`src/rtl/pong_pkg.sv`:
```
// Shared playfield geometry and FSM state type for the pong game controller.
package pong_pkg;

   localparam int unsigned GRID_W   = 40;
   localparam int unsigned GRID_H   = 30;
   localparam int unsigned CENTER_X = 20;
   localparam int unsigned CENTER_Y = 15;

   typedef enum logic [2:0] {
      IDLE  = 3'd0,
      SERVE = 3'd1,
      PLAY  = 3'd2,
      POINT = 3'd3,
      OVER  = 3'd4
   } state_t;

endpackage

```
`src/rtl/pong_ball_step.sv`:
```
// One ball step: wall reflection, paddle deflection and miss detection (pure combinational).
module pong_ball_step
   import pong_pkg::*;
#(
   parameter int unsigned P1_X     = 0,
   parameter int unsigned P2_X     = 37,
   parameter int unsigned PADDLE_H = 6
) (
   input  logic [5:0] i_x,
   input  logic [5:0] i_y,
   input  logic       i_dx_pos,
   input  logic       i_dy_pos,
   input  logic [5:0] i_paddle1_y,
   input  logic [5:0] i_paddle2_y,
   output logic [5:0] o_x,
   output logic [5:0] o_y,
   output logic       o_dx_pos,
   output logic       o_dy_pos,
   output logic       o_miss_left,
   output logic       o_miss_right
);

   logic       w_flip_y;
   logic       w_dy_pos;
   logic       w_dx_pos;
   logic       w_hit_left;
   logic       w_hit_right;
   logic [6:0] w_y7;
   logic [6:0] w_p1_lo;
   logic [6:0] w_p1_hi;
   logic [6:0] w_p2_lo;
   logic [6:0] w_p2_hi;

   // Paddle span is widened to 7 bits so a paddle near the bottom never wraps.
   assign w_y7    = {1'b0, i_y};
   assign w_p1_lo = {1'b0, i_paddle1_y};
   assign w_p1_hi = w_p1_lo + 7'(PADDLE_H - 1);
   assign w_p2_lo = {1'b0, i_paddle2_y};
   assign w_p2_hi = w_p2_lo + 7'(PADDLE_H - 1);

   assign o_miss_left  = !i_dx_pos && (i_x == 6'd0);
   assign o_miss_right = i_dx_pos && (i_x == 6'(GRID_W - 1));

   assign w_flip_y = (i_y == 6'd0 && !i_dy_pos) || (i_y == 6'(GRID_H - 1) && i_dy_pos);
   assign w_dy_pos = i_dy_pos ^ w_flip_y;

   assign w_hit_left  = !i_dx_pos && (i_x == 6'(P1_X + 1)) &&
                        (w_y7 >= w_p1_lo) && (w_y7 <= w_p1_hi);
   assign w_hit_right = i_dx_pos && (i_x == 6'(P2_X - 1)) &&
                        (w_y7 >= w_p2_lo) && (w_y7 <= w_p2_hi);
   assign w_dx_pos    = i_dx_pos ^ (w_hit_left | w_hit_right);

   always_comb begin
      o_x      = i_x;
      o_y      = i_y;
      o_dx_pos = i_dx_pos;
      o_dy_pos = i_dy_pos;
      if (!(o_miss_left || o_miss_right)) begin
         o_dx_pos = w_dx_pos;
         o_dy_pos = w_dy_pos;
         o_x      = w_dx_pos ? i_x + 6'd1 : i_x - 6'd1;
         o_y      = w_dy_pos ? i_y + 6'd1 : i_y - 6'd1;
      end
   end

endmodule

```
`src/rtl/pong_game_ctrl.sv`:
```
// Pong game controller: serve/play/score FSM with registered ball position and scores.
module pong_game_ctrl
   import pong_pkg::*;
#(
   parameter int unsigned P1_X         = 0,
   parameter int unsigned P2_X         = 37,
   parameter int unsigned PADDLE_H     = 6,
   parameter int unsigned MOVE_DIV     = 4,
   parameter int unsigned SERVE_FRAMES = 60,
   parameter int unsigned WIN_SCORE    = 9
) (
   input  logic       clk,
   input  logic       rst,
   input  logic       frame_tick,
   input  logic       start,
   input  logic [5:0] paddle1_y,
   input  logic [5:0] paddle2_y,
   output logic [5:0] ball_x,
   output logic [5:0] ball_y,
   output logic [3:0] score1,
   output logic [3:0] score2,
   output logic       ball_en,
   output logic       game_over
);

   state_t      r_state, w_state_n;
   logic [5:0]  r_x, w_x_n, r_y, w_y_n;
   logic        r_dx, w_dx_n, r_dy, w_dy_n, r_serve_dir, w_serve_dir_n;
   logic        r_p1_scored, w_p1_scored_n, r_ball_en, r_game_over;
   logic [3:0]  r_score1, w_score1_n, r_score2, w_score2_n, w_s1_inc, w_s2_inc;
   logic [15:0] r_serve_cnt, w_serve_cnt_n;
   logic [7:0]  r_step_cnt, w_step_cnt_n;
   logic [5:0]  w_step_x, w_step_y;
   logic        w_step_dx, w_step_dy, w_miss_left, w_miss_right, w_win;

   pong_ball_step #(
      .P1_X     (P1_X),
      .P2_X     (P2_X),
      .PADDLE_H (PADDLE_H)
   ) u_ball_step (
      .i_x          (r_x),
      .i_y          (r_y),
      .i_dx_pos     (r_dx),
      .i_dy_pos     (r_dy),
      .i_paddle1_y  (paddle1_y),
      .i_paddle2_y  (paddle2_y),
      .o_x          (w_step_x),
      .o_y          (w_step_y),
      .o_dx_pos     (w_step_dx),
      .o_dy_pos     (w_step_dy),
      .o_miss_left  (w_miss_left),
      .o_miss_right (w_miss_right)
   );

   assign w_s1_inc = (r_score1 < 4'(WIN_SCORE)) ? r_score1 + 4'd1 : r_score1;
   assign w_s2_inc = (r_score2 < 4'(WIN_SCORE)) ? r_score2 + 4'd1 : r_score2;
   assign w_win    = r_p1_scored ? (w_s1_inc == 4'(WIN_SCORE)) : (w_s2_inc == 4'(WIN_SCORE));

   always_comb begin
      w_state_n     = r_state;
      w_x_n         = r_x;
      w_y_n         = r_y;
      w_dx_n        = r_dx;
      w_dy_n        = r_dy;
      w_serve_dir_n = r_serve_dir;
      w_p1_scored_n = r_p1_scored;
      w_score1_n    = r_score1;
      w_score2_n    = r_score2;
      w_serve_cnt_n = r_serve_cnt;
      w_step_cnt_n  = r_step_cnt;
      unique case (r_state)
         IDLE: begin
            if (start) begin
               w_state_n     = SERVE;
               w_serve_dir_n = 1'b1;
               w_serve_cnt_n = '0;
               w_step_cnt_n  = '0;
            end
         end
         SERVE: begin
            if (frame_tick) begin
               if (r_serve_cnt == 16'(SERVE_FRAMES - 1)) begin
                  w_state_n     = PLAY;
                  w_dx_n        = r_serve_dir;
                  w_dy_n        = 1'b1;
                  w_serve_cnt_n = '0;
               end else begin
                  w_serve_cnt_n = r_serve_cnt + 16'd1;
               end
            end
         end
         PLAY: begin
            if (frame_tick) begin
               if (r_step_cnt == 8'(MOVE_DIV - 1)) begin
                  w_step_cnt_n = '0;
                  if (w_miss_left || w_miss_right) begin
                     w_state_n     = POINT;
                     w_p1_scored_n = w_miss_right;
                  end else begin
                     w_x_n  = w_step_x;
                     w_y_n  = w_step_y;
                     w_dx_n = w_step_dx;
                     w_dy_n = w_step_dy;
                  end
               end else begin
                  w_step_cnt_n = r_step_cnt + 8'd1;
               end
            end
         end
         POINT: begin
            // Serve heads toward whoever just lost the point.
            w_serve_dir_n = r_p1_scored;
            if (r_p1_scored) w_score1_n = w_s1_inc;
            else             w_score2_n = w_s2_inc;
            w_x_n         = 6'(CENTER_X);
            w_y_n         = 6'(CENTER_Y);
            w_serve_cnt_n = '0;
            w_step_cnt_n  = '0;
            w_state_n     = w_win ? OVER : SERVE;
         end
         OVER: begin
            if (start) begin
               w_state_n     = SERVE;
               w_score1_n    = '0;
               w_score2_n    = '0;
               w_serve_dir_n = 1'b1;
               w_serve_cnt_n = '0;
               w_step_cnt_n  = '0;
            end
         end
         default: w_state_n = IDLE;
      endcase
   end

   always_ff @(posedge clk) begin
      if (rst) begin
         r_state     <= IDLE;
         r_x         <= 6'(CENTER_X);
         r_y         <= 6'(CENTER_Y);
         r_dx        <= 1'b1;
         r_dy        <= 1'b1;
         r_serve_dir <= 1'b1;
         r_p1_scored <= 1'b0;
         r_score1    <= '0;
         r_score2    <= '0;
         r_serve_cnt <= '0;
         r_step_cnt  <= '0;
         r_ball_en   <= 1'b0;
         r_game_over <= 1'b0;
      end else begin
         r_state     <= w_state_n;
         r_x         <= w_x_n;
         r_y         <= w_y_n;
         r_dx        <= w_dx_n;
         r_dy        <= w_dy_n;
         r_serve_dir <= w_serve_dir_n;
         r_p1_scored <= w_p1_scored_n;
         r_score1    <= w_score1_n;
         r_score2    <= w_score2_n;
         r_serve_cnt <= w_serve_cnt_n;
         r_step_cnt  <= w_step_cnt_n;
         r_ball_en   <= (w_state_n == SERVE) || (w_state_n == PLAY) || (w_state_n == POINT);
         r_game_over <= (w_state_n == OVER);
      end
   end

   assign ball_x    = r_x;
   assign ball_y    = r_y;
   assign score1    = r_score1;
   assign score2    = r_score2;
   assign ball_en   = r_ball_en;
   assign game_over = r_game_over;

endmodule

```
`config.mk`:
```
export PLATFORM = sky130hd
export DESIGN_NAME = pong_game_ctrl
export DESIGN_NICKNAME = d
export VERILOG_FILES = /design/src/rtl/pong_pkg.sv /design/src/rtl/pong_ball_step.sv /design/src/rtl/pong_game_ctrl.sv
export SDC_FILE = /design/constraint.sdc
export NUM_CORES = 1
export LEC_CHECK = 0
export CAP_MARGIN = 10
export CORE_AREA = 10 10 84 104
export CTS_BUF_LIST = sky130_fd_sc_hd__clkbuf_16
export DETAILED_ROUTE_END_ITERATION = 10
export DIE_AREA = 0 0 94 114
export PLACE_DENSITY_LB_ADDON = 0.08
export RECOVER_POWER = 25
export SLEW_MARGIN = 30
export SYNTH_ARGS = -nofsm -noshare
export SYNTH_HDL_FRONTEND = slang
export SYNTH_HIERARCHICAL = 1
export SYNTH_SLANG_ARGS = --single-unit
export TNS_END_PERCENT = 20
```
`constraint.sdc`:
```
create_clock -name clk -period 7.5 [get_ports clk]
set_clock_uncertainty 0.05 [all_clocks]
set_input_delay 1.875 -clock clk [delete_from_list [all_inputs] [get_ports clk]]
set_output_delay 1.875 -clock clk [all_outputs]
set_load 0.02 [all_outputs]
```
# --- Yosys cells after proc, flatten, opt, wreduce, memory -nomap -nowiden ---
# Cells that the tools add are included.
word_totals:
  ramBits: 0
  latch_bits: 0
  reg_bits: 53
  inputBits: 16
  elab_cells: 139
  mem_bits_ro: 0
  n_memories: 0
classes:
  n_eq_ne: 25
  reduce_logical: 34
  multipliers: 0
  addsub: 10
  mux: 48
  order_cmp: 6
  bitwise: 3
  n_shift: 0
  div: 0
ops:
  columns: ["cell", "n"]
  rows:
  - ["2-to-1 mux 16 bit", 3]
  - ["2-to-1 mux 6 bit", 8]
  - ["case mux 16 bit (3 select lines)", 1]
  - ["2-to-1 mux 8 bit", 3]
  - ["case mux 6 bit (2 select lines)", 2]
  - ["case mux 8 bit (3 select lines)", 1]
  - ["2-to-1 mux 3 bit", 7]
  - ["2-to-1 mux 4 bit", 5]
  - ["adder 16 x 1 -> 16 bit, second input constant", 1]
  - ["equality test 16 x 6 -> 1 bit, second input constant", 1]
  - ["!= test 2 bit, second input constant", 8]
  - ["case mux 4 bit (2 select lines)", 2]
  - ["adder 6 x 3 -> 7 bit, second input constant", 2]
  - ["less-or-equal comparator 6 x 7 -> 1 bit", 2]
  - ["adder 6 x 1 -> 6 bit, second input constant", 2]
  - ["equality test 3 x 2 -> 1 bit, second input constant", 4]
  - ["equality test 6 bit, second input constant", 2]
  - ["greater-or-equal comparator 6 bit", 2]
  - ["logical NOT 6 bit", 2]
  - ["2-to-1 mux 1 bit", 12]
  - ["case mux 3 bit (4 select lines)", 1]
  - ["AND reduction 3 bit", 4]
  - ["subtractor 6 x 1 -> 6 bit, second input constant", 2]
  - ["logical AND 1 bit", 10]
  - ["22 further kinds", 39]

# --- Longest topological paths before layout ---
logic_depth:
  word_depth: 11
  depth_mapped: 15

# --- Hierarchy ---
# Netlist, hierarchy kept.
by_module_without_submodules:
  columns: ["mod", "instances", "area_each_um2", "cells_per_inst", "seq_area_each_um2"]
  rows:
  - ["pong_game_ctrl", 1, 2677.6, 312, 1061.0]
  - ["pong_ball_step", 1, 1261.2, 171, 0.0]

# --- Worst setup path before layout ---
# OpenSTA, ideal clock, no wires.
synth_path:
  path_kind: "in2reg"
  start: "in paddle1_y[0]"
  end: "reg r_x[4], in the netlist ball_x[4]"
  required_time_ns: 7.329
  t_arrival_ns: 4.161
  cell_stages: 14
  setup_slack_ns: 3.168
  setup_time_ns: 0.121
  path_cell_list: "ha_1 > o21ai_0 > xnor2_1 > ha_1 > a21o_1 > a21oi_1 > a211oi_1 > a211oi_2 > and2_1 > buf_6 > mux2i_1 > mux2_1 > nor2_1 > a21oi_1"
synth_between:
  elab_chain_cells: 10
synth_rtl:
  columns: ["item", "line_no", "source"]
  rows:
  - ["start, declared", "pong_game_ctrl.sv:16", "input logic [5:0] paddle1_y,"]
  - ["adder 6 x 3 -> 7 bit / greater-or-equal comparator 6 bit (equally long branches)", "pong_ball_step.sv:37, pong_ball_step.sv:48", null]
  - ["less-or-equal comparator 6 x 7 -> 1 bit / logical AND 1 bit (equally long branches)", "pong_ball_step.sv:48, pong_ball_step.sv:47", null]
  - ["logical AND 1 bit (*)", "pong_ball_step.sv:48", "(w_y7 >= w_p1_lo) && (w_y7 <= w_p1_hi);"]
  - ["bitwise OR 1 bit (*)", "pong_ball_step.sv:51", "assign w_dx_pos = i_dx_pos ^ (w_hit_left | w_hit_right);"]
  - ["XOR 1 bit (*)", "pong_ball_step.sv:51", null]
  - ["2-to-1 mux 6 bit (*)", "pong_ball_step.sv:61", "o_x = w_dx_pos ? i_x + 6'd1 : i_x - 6'd1;"]
  - ["net w_step_x[4]", "pong_game_ctrl.sv:33", "logic [5:0] w_step_x, w_step_y;"]
  - ["2-to-1 mux 6 bit (*)", "pong_game_ctrl.sv:96", "if (w_miss_left || w_miss_right) begin"]
  - ["2-to-1 mux 6 bit (*)", "pong_game_ctrl.sv:94", "if (r_step_cnt == 8'(MOVE_DIV - 1)) begin"]
  - ["2-to-1 mux 6 bit (*)", "pong_game_ctrl.sv:93", "if (frame_tick) begin"]
  - ["case mux 6 bit (2 select lines) (*)", "pong_game_ctrl.sv:71", "unique case (r_state)"]
  - ["end signal, assigned", "pong_game_ctrl.sv:138", "r_x <= 6'(CENTER_X);"]
  - ["end signal, assigned", "pong_game_ctrl.sv:152", "r_x <= w_x_n;"]
  - ["end, declared", "pong_game_ctrl.sv:27", "logic [5:0] r_x, w_x_n, r_y, w_y_n;"]
# The timed path passes the listed nets; every way through them passes the cells marked *. The select of a mux whose other input is x is not followed.
# A chain may end at the register's enable or synchronous reset.

# --- Final worst setup path ---
# Ends and elaborated chain as after synthesis.

==> run_results.csv <==
group,metric,value,unit
status,status,"completed",
sta,rsz0062_at_grt,"no",
cells_and_area,multi_input_area,0.002630,mm²
clock_tree,cts-hold-fix-buffers,0,
die,dieArea,0.01072,mm²
placed_design,gp_congestion,0.8697,
detailed_routing,viasPerCell,5.774,
clock_tree,cts_setup_buffers,0,
yosys,async_flop_share,0,%
setup_path,arrival,4.91,ns
global_routing,grt_pass1_vias,3356,
sta,max_freq,0.2071,GHz
global_routing,track_usage,16.59,%
cells_and_area,fillCellCount,616,
yosys,synth.area.top_cells,"dfxtp_1 (27%), ha_1 (12%), xor2_1 (6.0%)",
cells_and_area,final_cells,602,
yosys,synth_flop_cell,"dfxtp_1",
detailed_routing,wl_per_cell,14.83,µm
placed_design,place_inst,594,
yosys,synth_top_cell_by_area,"dfxtp_1",
pwr,p_leak,1.838,nW
clock_tree,cts_made_buffers,5,
worst_hold_path,worstHoldStart,"r_step_cnt[1]",
die,initial_core_util,57.87,%
yosys,synthesis.nets,539,
placed_design,portBuffers,37,
clock_tree,h-tree-depth,2,
detailed_routing,drc,0,
detailed_routing,drt_iter0_drc,143,
global_routing,antenna_found_initial,0,
die,io-pin-count,38,
cells_and_area,area_growth,12.93,%
sta,post-route-min-period,4.828,ns
sta,min_period_over_period,64.38,%
worst_hold_path,hold_path_end,"r_step_cnt[1]",
clock_tree,clockBufferDepth,2,
setup_path,r2r_end,"ball_y[5]",
detailed_routing,drt-total-wl,8925,µm
die,die_x,94,µm
yosys,avgSynthCellArea,8.155,µm²
yosys,synth-seq-cells,53,
clock_tree,cts_tree,"built",
detailed_routing,drt_first_pass_iters,4,
pwr,power_density,131.4,mW/mm²
sta,finalHoldViolations,0,
cells_and_area,seqCellArea,0.001061,mm²
yosys,netlist.area_leader.share,26.94,%
sta,setup_violations,0,
cells_and_area,antenna_cells,0,
setup_path,r2r_slack,4.48,ns
clock_tree,ctsRootBufferMaster,"clkbuf_16",
global_routing,grt_pass1_wl,14910,µm
yosys,yosys-top-cells-count,"dfxtp_1 (53), nor2_1 (53), ha_1 (39), inv_1 (34), nand2_1 (34)",
clock_tree,cts_resized,0,
yosys,yosys_warnings,6,
clock_tree,cts_sinks,53,
die,fp.dieH,114,µm
yosys,syn_inst,483,
worst_hold_path,holdPathStages,2,
clock_tree,clk_latency,0.29,ns
sta,worstMarginPinSlew,1.097,ns
clock_tree,clk_pin_slew,0.07,ns
yosys,ys_seq_area_share,26.94,%
yosys,synth-edff-count,0,
setup_path,crit_start,"paddle1_y[0]",
flow_run,drv_cap,0,
setup_path,worst-setup-path-type,"in2reg",
sta,tns,0,ns
yosys,synth_area,0.003939,mm²
pwr,ir_worst_vdd,0.0001157,V
die,core,0.006807,mm²
sta,relSlewSlack,26.90,%
setup_path,crit_chain,"clkdlybuf4s50_1, ha_1, o21ai_0, xnor2_1, ha_1, a21o_1, a21oi_1, a211oi_1, a211oi_2, and2_1, mux2i_1, mux2_1, nor2_1, a21oi_1",
sta,drv_slew,0,
setup_path,reg2reg_depth,13,
global_routing,grt_max_degree,25,
setup_path,cp-start-kind,"input pin",
cells_and_area,nets,567,
setup_path,max_stage_delay,0.48,ns
cells_and_area,drive_gt1_share,3.906,%
setup_path,crit_path_end_kind,"register",
global_routing,globalRouteOverflowTotal,0,
setup_path,critPathMaxFanout,5,
placed_design,dp_hpwl,6742,µm
yosys,synth_cell_types,65,
detailed_routing,num_vias,3476,
setup_path,r2r-start,"ball_y[3]",
setup_path,crit_required,7.58,ns
die,core.rowCount,34,
worst_hold_path,hold_path_class,"reg2reg",
detailed_routing,ant_nets,0,
setup_path,worst_path_max_delay_cell,"clkdlybuf4s50_1",
registers in the layout (all words and copies together), names as in the netlist:
signal / flops
game_over: 1
score1: 4
ball_y: 6
r_state: 3
ball_x: 6
score2: 4
r_serve_cnt: 16
r_p1_scored: 1
r_dy: 1
r_serve_dir: 1
r_step_cnt: 8
ball_en: 1
r_dx: 1
area by class of cell:
| cell class | instances | share of cell area (%) |
|---|---|---|
| sequential | 53 | 23.85 |
| clock inverter | 3 | 0.3938 |
| tap | 90 | 2.532 |
| inverter | 34 | 2.869 |
| timing repair buffer | 38 | 8.411 |
| clock buffer | 5 | 2.813 |
| multi-input combinational | 379 | 59.13 |
layout by cell type, fill, tap and decap left out, types with 5 or more instances in the layout:
master / count
clkbuf_16: 5
a31oi_1: 5
a21o_1: 10
mux2i_1: 7
o21ai_0: 20
nor3_1: 18
ha_1: 39
o21ai_1: 5
dfxtp_1: 53
and3_1: 6
xnor2_1: 11
a21oi_1: 22
inv_1: 35
nand3_1: 21
clkdlybuf4s50_1: 33
nor2_1: 53
nand4_1: 18
xor2_1: 27
o21a_1: 5
a211oi_1: 7
o2111ai_1: 5
nand2_1: 34
how the worst max path moves through the flow:
stage                           end  cells after the start
after CTS                 ball_x[4]                     14
after global placement    ball_x[4]                     14
after detailed placement  ball_x[4]                     14
after floorplan           ball_x[4]                     14
final                     ball_x[4]                     14
after global routing      ball_x[4]                     14
logic make-up (layout without fill, tap and decap cells):
group                    after synthesis  count (layout)  share of synthesized area (%)
AO/OA/AOI/OAI                        105             105                          17.98
AND/OR/NAND/NOR                      185             185                          24.52
adder cells (fa/ha/maj)               40              40                          12.90
multiplexers                          11              11                          2.922
flip-flops                            53              53                          26.94
XOR/XNOR                              38              38                          8.450
buffers and inverters                 51              80                          6.289
worst max-delay path, delay by kind of cell:
| family | cells | cell delay [ns] |
|---|---|---|
| XOR/XNOR | 1 | 0.14 |
| multiplexers | 2 | 0.57 |
| buffers and inverters | 1 | 0.48 |
| AND/OR/NAND/NOR | 2 | 0.41 |
| AO/OA/AOI/OAI | 6 | 0.89 |
| adder cells (fa/ha/maj) | 2 | 0.54 |
layer usage:
metal  GRT usage (%)  up-vias  wire length, µm
met2           31.87       50             4742
met4           4.772        0               99
met1           17.52     1631             3742
li1                -     1787                -
met5               0        -                0
met3           3.156        8              340
power by group:
| part | switching (W) | internal, W | total (W) |
|---|---|---|---|
| Sequential | 0.00000346 | 0.000284 | 0.000287 |
| Combinational | 0.0000406 | 0.0000311 | 0.0000717 |
| Clock | 0.000102 | 0.000123 | 0.000225 |
| Total | 0.000146 | 0.000438 | 0.000585 |
through the flow:
step	cell area, µm²	hold slack (ns)	util, %	setup WS (ns)	total power (W)
floorplan	3939	0.3874	-	3.168	0.0003454
detailed placement	4309	0.4185	63.31	2.378	0.0003661
finish	4448	0.4241	65.35	2.672	0.0005846
CTS	4452	0.4259	65.40	2.674	0.0005910
global placement	4309	0.4091	63.31	2.473	0.0003640
global route	4448	0.4420	65.35	2.417	0.0006100
No activity file was read; power rests on OpenSTA's default activity.
